File: src/rtl/pipe_pkg.sv
// Shared pipeline definitions: instruction width, opcode field position,
// the HALT opcode and the fetch-state encoding.
package pipe_pkg;

    localparam int INSTR_W = 16;
    localparam int OP_HI   = 15;
    localparam int OP_LO   = 12;

    localparam logic [OP_HI-OP_LO:0] OP_HALT = 4'hF;

    typedef enum logic {
        FS_RUN    = 1'b0,
        FS_HALTED = 1'b1
    } fetch_state_e;

    // Opcode field of an instruction word.
    function automatic logic [OP_HI-OP_LO:0] get_opcode(input logic [INSTR_W-1:0] word);
        return word[OP_HI:OP_LO];
    endfunction

endpackage

File: src/rtl/if_stage_if.sv
// Instruction-memory bus between the fetch stage (master) and an
// asynchronous-read instruction memory (slave).
interface if_stage_if #(
    parameter int PC_W = 8
);
    logic [PC_W-1:0]             imem_addr;
    logic [pipe_pkg::INSTR_W-1:0] imem_data;

    modport master (output imem_addr, input  imem_data);
    modport slave  (input  imem_addr, output imem_data);
endinterface

File: src/rtl/if_id_reg.sv
// IF/ID pipeline register. Flush inserts a bubble and beats enable;
// when enabled without load (fetch halted) the word and its address are
// kept for visibility but marked invalid.
module if_id_reg
    import pipe_pkg::*;
#(
    parameter int PC_W = 8
) (
    input  logic               clk,
    input  logic               rst,
    input  logic               en,
    input  logic               flush,
    input  logic               load,
    input  logic [INSTR_W-1:0] instr_in,
    input  logic [PC_W-1:0]    pc_in,
    output logic [INSTR_W-1:0] instr,
    output logic [PC_W-1:0]    instr_pc,
    output logic               instr_valid
);

    logic [INSTR_W-1:0] instr_q, instr_d;
    logic [PC_W-1:0]    pc_q, pc_d;
    logic               valid_q, valid_d;

    // Next-value selection: flush, then enabled load / bubble, else hold.
    always_comb begin
        instr_d = instr_q;
        pc_d    = pc_q;
        valid_d = valid_q;
        if (flush) begin
            instr_d = '0;
            valid_d = 1'b0;
        end else if (en) begin
            if (load) begin
                instr_d = instr_in;
                pc_d    = pc_in;
                valid_d = 1'b1;
            end else begin
                valid_d = 1'b0;
            end
        end
    end

    // Register update with synchronous reset.
    always_ff @(posedge clk) begin
        if (rst) begin
            instr_q <= '0;
            pc_q    <= '0;
            valid_q <= 1'b0;
        end else begin
            instr_q <= instr_d;
            pc_q    <= pc_d;
            valid_q <= valid_d;
        end
    end

    assign instr       = instr_q;
    assign instr_pc    = pc_q;
    assign instr_valid = valid_q;

endmodule

File: src/rtl/if_stage.sv
// Instruction-fetch stage: program counter, next-PC mux, fetch FSM and
// the IF/ID register instance.
//
//   state     | meaning
//   ----------+-----------------------------------------------------
//   FS_RUN    | fetching one word per cycle, pc advances unless stalled
//   FS_HALTED | HALT was delivered; pc frozen, bubbles until redirect
module if_stage
    import pipe_pkg::*;
#(
    parameter int                    PC_W     = 8,
    parameter logic [PC_W-1:0]       RESET_PC = '0,
    parameter logic [OP_HI-OP_LO:0]  HALT_OP  = OP_HALT
) (
    input  logic               clk,
    input  logic               rst,
    input  logic               stall,
    input  logic               redirect_valid,
    input  logic [PC_W-1:0]    redirect_pc,
    if_stage_if.master         imem,
    output logic [INSTR_W-1:0] instr,
    output logic [PC_W-1:0]    instr_pc,
    output logic               instr_valid,
    output logic               halted
);

    fetch_state_e    state_q, state_d;
    logic [PC_W-1:0] pc_q, pc_d;
    logic            halted_q, halted_d;
    logic            is_halt;

    assign imem.imem_addr = pc_q;
    assign is_halt        = (get_opcode(imem.imem_data) == HALT_OP);

    // Next PC and state: redirect beats stall; HALT is only seen on a real fetch.
    always_comb begin
        pc_d    = pc_q;
        state_d = state_q;
        if (redirect_valid) begin
            pc_d    = redirect_pc;
            state_d = FS_RUN;
        end else if (!stall && state_q == FS_RUN) begin
            if (is_halt) begin
                state_d = FS_HALTED;
            end else begin
                pc_d = pc_q + PC_W'(1);
            end
        end
        halted_d = (state_d == FS_HALTED);
    end

    // Fetch FSM, PC and registered halted flag.
    always_ff @(posedge clk) begin
        if (rst) begin
            state_q  <= FS_RUN;
            pc_q     <= RESET_PC;
            halted_q <= 1'b0;
        end else begin
            state_q  <= state_d;
            pc_q     <= pc_d;
            halted_q <= halted_d;
        end
    end

    assign halted = halted_q;

    if_id_reg #(
        .PC_W (PC_W)
    ) u_if_id_reg (
        .clk         (clk),
        .rst         (rst),
        .en          (!stall),
        .flush       (redirect_valid),
        .load        (state_q == FS_RUN),
        .instr_in    (imem.imem_data),
        .pc_in       (pc_q),
        .instr       (instr),
        .instr_pc    (instr_pc),
        .instr_valid (instr_valid)
    );

endmodule

File: src/flat_wrapper.sv
// flat-port wrapper written by rule: the top's interface ports become plain ports
module if_stage_flat import pipe_pkg::*;
#(
    parameter int                    PC_W     = 8,
    parameter logic [PC_W-1:0]       RESET_PC = '0,
    parameter logic [OP_HI-OP_LO:0]  HALT_OP  = OP_HALT
)
  (clk, rst, stall, redirect_valid, redirect_pc, instr, instr_pc, instr_valid, halted, imem_imem_addr, imem_imem_data);
  if_stage_if #(.PC_W(PC_W)) imem_i ();
  input  logic clk;
  input  logic rst;
  input  logic stall;
  input  logic redirect_valid;
  input  logic [PC_W-1:0] redirect_pc;
  output logic [INSTR_W-1:0] instr;
  output logic [PC_W-1:0] instr_pc;
  output logic instr_valid;
  output logic halted;
  output wire logic [$bits(imem_i.imem_addr)-1:0] imem_imem_addr;
  input wire logic [$bits(imem_i.imem_data)-1:0] imem_imem_data;
  assign imem_imem_addr = imem_i.imem_addr;
  assign imem_i.imem_data = imem_imem_data;
  if_stage #(.PC_W(PC_W), .RESET_PC(RESET_PC), .HALT_OP(HALT_OP)) u_core (.clk(clk), .rst(rst), .stall(stall), .redirect_valid(redirect_valid), .redirect_pc(redirect_pc), .imem(imem_i), .instr(instr), .instr_pc(instr_pc), .instr_valid(instr_valid), .halted(halted));
endmodule
File: config.mk
export PLATFORM = sky130hd
export DESIGN_NAME = if_stage_flat
export DESIGN_NICKNAME = d
export VERILOG_FILES = /design/src/rtl/pipe_pkg.sv /design/src/rtl/if_stage_if.sv /design/src/rtl/if_id_reg.sv /design/src/rtl/if_stage.sv /design/src/flat_wrapper.sv
export SDC_FILE = /design/constraint.sdc
export NUM_CORES = 1
export LEC_CHECK = 0
export CAP_MARGIN = 20
export CORE_ASPECT_RATIO = 1.1
export CORE_MARGIN = 2
export CORE_UTILIZATION = 45
export CTS_CLUSTER_SIZE = 16
export DETAILED_ROUTE_END_ITERATION = 16
export PLACE_DENSITY = 0.86
export SLEW_MARGIN = 10
export SYNTH_ARGS = -nofsm -noshare
export SYNTH_HDL_FRONTEND = slang
export SYNTH_SLANG_ARGS = --single-unit
File: constraint.sdc
create_clock -name clk -period 4.4 [get_ports clk]
set_input_delay 0.66 -clock clk [delete_from_list [all_inputs] [get_ports clk]]
set_output_delay 0.66 -clock clk [all_outputs]
set_load 0.05 [all_outputs]
After elaboration in Yosys (flattened, before gate mapping)
Cells that the tools add are included.

cells by class
  add/sub/neg operators = 1
  equal/unequal tests = 2
  mux-type cells = 4
  bitwise operators = 3
  reduce and logical (&&, ||, !) cells = 8

operator list
  operator             count
  $mux 8               3
  $add 8x1->8 const B  1
  $reduce_and 2->1     3
  $eq 4x4->1 const B   1
  $not 1->1            3
  $reduce_and 3->1     1
  $ne 2x2->1 const B   1
  $reduce_bool 2->1    1
  $reduce_or 2->1      1
  $logic_and 1x1->1    1
  $logic_not 1->1      1
  $mux 1               1

word-level totals
  register bits after elaboration = 34
  output and inout bits = 34

Longest topological paths before layout
Gate-level depths: netlist (run 1).

  depth after elaboration = 4
  depth in mapped cells = 6
  depth with buffers taken out = 4

Modules after synthesis
From an unflattened synthesis (run 1), not the netlist that was laid out.

second synthesis, totals
  cell total of the unflattened synthesis = 179
  area total of the unflattened synthesis = 1,707.9 µm²

by module, submodules not included
  module     instances  cells each  area each (µm²)  sequential area each (µm²)
  if_id_reg  1          113         1,156.1          500.5
  if_stage   1          66          551.8            180.2

Worst setup path after synthesis (run 1)
Ideal clock, no wire load.

  kind = input to register
  start = input rst
  end = register u_core.u_if_id_reg.instr_q[10] (netlist: u_core.u_if_id_reg.instr[10])
  library setup time = 0.070 ns
  data arrival time = 1.862 ns
  slack = 2.468 ns
  cell stages on the path = 5
  buffers on the path = 3
  cell sequence = clkdlybuf4s50_1 or2_2 buf_2 buf_2 a21oi_1

between the ends
  word-level cells in the longest chain between the ends = 1

ends and longest elaborated chain
  item                       line                text
  from (decl)                flat_wrapper.sv:11  input logic rst;
  $reduce_or 2->1 (no line)  -
  to (signal assigned)       if_id_reg.sv:51     instr_q <= instr_d;
  to (decl)                  if_id_reg.sv:21     logic [INSTR_W-1:0] instr_q, instr_d;

No other way between the ends.
A chain may end at the register's enable or synchronous reset.

Final worst setup path (run 1)
  start = register u_core.pc_q[3] (netlist: u_core.imem.imem_addr[3])
  end = output imem_imem_addr[3]

RTL lines
  item                    line                text
  from (decl)             if_stage.sv:28      logic [PC_W-1:0] pc_q, pc_d;
  from (signal assigned)  if_stage.sv:60      pc_q <= pc_d;
  to (decl)               flat_wrapper.sv:19  output wire logic [$bits(imem_i.imem_addr)-1:0] imem_imem_addr;

No word-level cell between the ends.

==> results of run 1 <==
[cell usage after synthesis, drive strengths merged]
| library cell | instances |
|---|---|
| a2111oi | 2 |
| a21oi | 27 |
| a311oi | 5 |
| a31o | 1 |
| a41o | 1 |
| and4 | 2 |
| buf | 4 |
| clkbuf | 7 |
| clkdlybuf4s50 | 1 |
| dfxtp | 34 |
| dlymetal6s2s | 1 |
| ha | 1 |
| inv | 5 |
| nand2 | 44 |
| nand3 | 2 |
| nand4 | 5 |
| nor2 | 11 |
| nor2b | 2 |
| nor3 | 1 |
| nor4 | 2 |
| o211a | 1 |
| o21ai | 10 |
| o31ai | 2 |
| o41a | 2 |
| or2 | 3 |
| or3 | 1 |
| or3b | 1 |
| or4 | 2 |
[per-stage QoR]
stage	hold WS, ns	power, W	cells	setup slack [ns]
2_1_floorplan	0.671	0.000425	180	2.47
3_3_place_gp	0.442	0.000481	263	1.84
3_5_place_dp	0.447	0.000483	263	1.78
4_1_cts	0.461	0.000663	271	2.03
5_1_grt	0.485	0.000691	271	1.96
6_report	0.459	0.000659	271	2.04
[flip-flops by register name, summed over array words and instances, names as in the netlist]
register                        count
u_core.u_if_id_reg.instr           16
u_core.u_if_id_reg.instr_pc         8
u_core.state_q                      1
u_core.imem.imem_addr               8
u_core.u_if_id_reg.instr_valid      1
[per-layer routing]
| layer | vias up | global-route usage | part of all wire |
|---|---|---|---|
| met5 | - | 0 | 0 |
| met4 | 0 | 0.0523 | 0.0080 |
| met3 | 4 | 0.0637 | 0.061 |
| met2 | 47 | 0.322 | 0.49 |
| met1 | 679 | 0.268 | 0.44 |
| li1 | 744 | - | - |
[cell usage in the layout (no fill, tap or decap), drive strengths merged, types with 3 or more instances in the layout]
| master | n |
|---|---|
| a21oi | 27 |
| a311oi | 5 |
| clkbuf | 6 |
| clkdlybuf4s50 | 61 |
| dfxtp | 34 |
| inv | 5 |
| nand2 | 44 |
| nand4 | 5 |
| nor2 | 11 |
| o21ai | 10 |
| or2 | 3 |
[area by class of cell]
type | count | area, µm²
multi-input combinational | 128 | 677
timing repair buffer | 62 | 618
fill | 275 | 973
clock buffer | 6 | 51.3
inverter | 5 | 18.8
tap | 34 | 42.5
sequential | 34 | 681
clock inverter | 2 | 12.5
[worst paths after layout]
check / cells after the start / from / slack, ns / to
worst max-delay path: 1 / u_core.imem.imem_addr[3] / 2.04 / imem_imem_addr[3]
worst min register to register: 2 / u_core.u_if_id_reg.instr[5] / 0.46 / u_core.u_if_id_reg.instr[5]
worst max register to register: 3 / u_core.state_q / 2.63 / u_core.imem.imem_addr[7]
worst min-delay path: 2 / u_core.u_if_id_reg.instr[5] / 0.46 / u_core.u_if_id_reg.instr[5]
[cells by family (layout without fill, tap and decap cells)]
family,count (synthesis),after routing
AOI/OAI and AO/OA,51,51
adders and majority gates,1,1
buffers and inverters,18,75
DFF,34,34
and+or+nand+nor,76,76
[power breakdown]
part | internal (W) | leakage, nW | total (W) | switching (W)
Combinational | 0.0000580 | 0.430 | 0.000142 | 0.0000841
Sequential | 0.000321 | 0.278 | 0.000334 | 0.0000135
Clock | 0.0000768 | 0.0343 | 0.000183 | 0.000106
Total | 0.000455 | 0.743 | 0.000659 | 0.000204
==> summary.md, run 1 <==
| Metric | Value |
|---|---|
| WP data required | approximately 3.7 ns |
| Initial antenna violation count | 0 |
| Largest cells by area after synthesis | dfxtp_1 47%, nand2_1 11%, a21oi_1 9.3% |
| Tcrit/Tclk final | 0.537 |
| Post-CTS Repair Setup Buffers | 0 |
| Max Clk Rate | 0.423 GHz |
| Max-Cap Viols | 0 |
| Diodes inserted | 0 |
| Kind of start point of the critical path | flop |
| Critical path's slowest cell | clkdlybuf4s50_1 |
| Fin area | between 0.002 and 0.0025 mm² |
| DR iter-0 viols | between 40 and 50 |
| GRT overflow | 0 |
| CP cell instances | clkdlybuf4s50_1 |
| # IOs | between 60 and 70 |
| Synth Net Count | 209 |
| Clock slew at reported path FFs | 0.10 ns |
| Vias in the first global route | between 1000 and 1500 |
| Clock Skew | 0.00985 ns |
| Largest family of logic cells by synthesized area | simple AND/OR/NAND/NOR gates |
| Final slew viol count | 0 |
| Area share of fa/ha/maj cells after synthesis | 0.00858 |
| Final worst path period need | approximately 2.4 ns |
| Starting Density | 0.474 |
| Arrival time worst endpoint | between 1.5 and 2 ns |
| RePlAce Congestion | 0.818 |
| Share of cells above drive strength 1 | 0.0675 |
| Yosys top cell area share | 0.467 |
| Status | completed |
| Max incr delay on CP | around 0.87 ns |
| Die Span Y | ~64 µm |
| Via count | 1474 |
| YS warnings | 0 |
| Post-Synth XOR/XNOR Area | 0 |
| Synth Area in Compound Gates | 0.217 |
| DP HPWL | between 2 and 3 mm |
| Wirelength, routed | between 3 and 4 mm |
| Clock root cell | clkbuf_4 |
| Global-route wire length before repair | 5.93 mm |
| Synth Cell Area | 0.00146 mm² |
| CTS buffer count | 5 |
| Crit path capture type | primary output |
| Pwr per Cell Area | 314 mW/mm² |
| Port bufs | between 60 and 70 |
| Antenna Violating Nets Remaining | 0 |
| Slew headroom | 0.447 |
| Area delta synth->final | 44.1% |
| Post-Synth Simple-Gate Area | 0.239 |
| Die Wd | between 50 and 60 µm |
| TritonCTS clock tree | done |
| Vias/cell | roughly 5.4 |
| Sequential element share of the synthesized area | 0.467 |
| Avg WL per Cell | ~13 µm |
| Core ar. | around 0.0031 mm² |
| # DRC | 0 |
| Setup violators final | 0 |
| Clk buf depth | 2 |
| Core Rows | 21 |
| Gate Count Post-Synth | 180 |
| DR pass1 iterations | 4 |
| Worst VDD drop | ~0.00023 V |
| Placed inst area | just over 0.002 mm² |
| Sinks on Clock Net | 34 |
| Clock latency on the worst-skew pair | roughly 0.33 ns |
| Post-layout util | 0.683 |
| Measured slew at the worst slew-check pin | between 0.8 and 0.9 ns |
| Worst Setup Path Type | flop to primary output |
| Hold WC Path Type | flop to flop |
| WP buf/inv | 1 |
| Fin nets | between 200 and 300 |
| Post_cts resized | 0 |
| H-Tree Depth | 2 |
| RSZ-0062 raised after global routing | false |
| Crit-path leading delay family | buffers and inverters |
| Post-CTS Hold Buffers | 0 |
| Leak pwr | between 0.7 and 0.8 nW |
| Synthesized flop and latch total | 34 |
| Post-synthesis mux area share | 0 |
| Syn Area/Cell | 8.10 µm² |
| Largest net degree at the start of global routing | 33 |
| Post-route setup TNS | 0 ns |
| Total GRT Usage | 0.204 |
| Library cells used by synthesis | 31 |
| Final hold vios | 0 |
| Die area | between 0.003 and 0.004 mm² |
| Crit-path max FO | 8 |
| Synth area leader | dfxtp_1 |
Note: power is estimated with default switching activity, not from simulation.
==> run 2: changes to the inputs <==
- CORE_UTILIZATION: 45 -> 42
- PLACE_DENSITY: 0.86 -> 0.81
- clock period: 4.4 -> 2.4 ns (I/O delays scaled with it)
==> summary.md, run 2 (same netlist as run 1, synthesis figures left out) <==
| Metric | Value |
|---|---|
| Status | completed |
| Tcrit/Tclk final | 0.858 |
| Die Span Y | between 60 and 70 µm |
| Sinks on Clock Net | 34 |
| Core ar. | between 0.003 and 0.004 mm² |
| Arrival time worst endpoint | ~1.7 ns |
| Post-CTS Hold Buffers | 0 |
| Crit-path max FO | 8 |
| Fin area | about 0.0022 mm² |
| Via count | approximately 1500 |
| Pwr per Cell Area | approximately 560 mW/mm² |
| CTS buffer count | 5 |
| Largest net degree at the start of global routing | 24 |
| Avg WL per Cell | between 10 and 15 µm |
| GRT overflow | 0 |
| Area delta synth->final | 47.9% |
| Clock slew at reported path FFs | ~0.090 ns |
| Share of cells above drive strength 1 | 0.0868 |
| Initial antenna violation count | 0 |
| Worst Setup Path Type | flop to primary output |
| Critical path's slowest cell | clkdlybuf4s50_1 |
| H-Tree Depth | 2 |
| Clock Skew | about 0.012 ns |
| Placed cell count | 282 |
| Final hold vios | 0 |
| Crit path capture type | primary output |
| Kind of start point of the critical path | flop |
| Max incr delay on CP | a little under 0.9 ns |
| Post-CTS Repair Setup Buffers | 0 |
| Clk buf depth | 2 |
| Core Rows | 22 |
| Die area | 0.00396 mm² |
| RSZ-0062 raised after global routing | false |
| DR WL met3 | about 250 µm |
| Diodes inserted | 0 |
| DR pass1 iterations | 4 |
| Setup violators final | 0 |
| Global-route wire length before repair | 5.99 mm |
| Final slew viol count | 0 |
| Final worst path period need | between 2 and 2.5 ns |
| Worst hold margin | between 0.4 and 0.5 ns |
| Cell Count, Final, Fillers Out | 290 |
| Placed inst area | between 0.002 and 0.0025 mm² |
| Clock root cell | clkbuf_4 |
| Max Clk Rate | around 0.49 GHz |
| Met2 wire len | approximately 1.8 mm |
| Most common cell after layout, fill and taps aside | clkdlybuf4s50_1 |
| WP buf/inv | 1 |
| Die Wd | ~60 µm |
| Vias in the first global route | 1418 |
| # IOs | 62 |
| Vias/cell | 5.16 |
| RePlAce Congestion | roughly 0.85 |
| Fillers | 305 |
| Slew headroom | 0.597 |
| Max Used Layer | met4 |
| Worst VDD drop | around 0.00035 V |
| Post-route setup TNS | 0 ns |
| Leak pwr | roughly 0.77 nW |
| DP HPWL | about 2.6 mm |
| Wirelength, routed | approximately 3.6 mm |
| Port bufs | a little over 60 |
| Total design power | 0.00121 W |
| Hold WC Path Type | flop to flop |
| WP data required | approximately 2 ns |
| DR iter-0 viols | 40 |
| Measured slew at the worst slew-check pin | 0.602 ns |
| Fin nets | 270 |
| Max-Cap Viols | 0 |
| Max FFs per register | 16 |
| # DRC | 0 |
| Antenna Violating Nets Remaining | 0 |
| TritonCTS clock tree | done |
| Starting Density | 0.438 |
| CP cell instances | clkdlybuf4s50_1 |
| Clock latency on the worst-skew pair | about 0.34 ns |
| Crit-path leading delay family | buffers and inverters |
| Post_cts resized | 0 |
| Most frequent cells in the layout | 61 x clkdlybuf4s50_1, 44 x nand2_1, 34 x dfxtp_1 |
| Total GRT Usage | 0.197 |
| M1 wire length | between 1.5 and 2 mm |
-- run 2: changes by cell type in the layout (fill, tap and decap cells not counted), sizes merged --
cell / delta
buf: +5
-- run 2: worst paths after layout --
kind / start / end / slack, ns / cells after the start
setup / recovery: u_core.imem.imem_addr[2] / imem_imem_addr[2] / 0.34 / 1
hold / removal: u_core.u_if_id_reg.instr[5] / u_core.u_if_id_reg.instr[5] / 0.46 / 2
setup reg to reg: u_core.imem.imem_addr[2] / u_core.imem.imem_addr[3] / 0.66 / 3
hold reg to reg: u_core.u_if_id_reg.instr[5] / u_core.u_if_id_reg.instr[5] / 0.46 / 2
-- run 2: area by class of cell --
type                            instances  area, µm²  area share
Clock buffer                            6       51.3      0.0238
Clock inverter                          2       12.5     0.00580
Inverter                                5       18.8     0.00871
Multi-Input combinational cell        128        677       0.314
Sequential cell                        34        681       0.316
Tap cell                               48       60.1      0.0279
Timing Repair Buffer                   67        656       0.304
-- run 2: through the flow --
step                utilization  setup slack, ns
finish                    0.647            0.340
detailed placement        0.628            0.291
global route              0.647            0.268
global placement          0.628            0.307
CTS                       0.647            0.324
floorplan                     -            0.469
-- run 2: metal layers --
| metal | track usage | vias up |
|---|---|---|
| li1 | - | 748 |
| met5 | 0 | - |
| met4 | 0.0667 | 0 |
| met3 | 0.0548 | 7 |
| met2 | 0.340 | 51 |
| met1 | 0.229 | 691 |
-- run 2: power breakdown --
| part | internal, W | switching (W) |
|---|---|---|
| Sequential | 0.000588 | 0.0000249 |
| Clock | 0.000141 | 0.000195 |
| Combinational | 0.000111 | 0.000155 |
| Total | 0.000840 | 0.000375 |
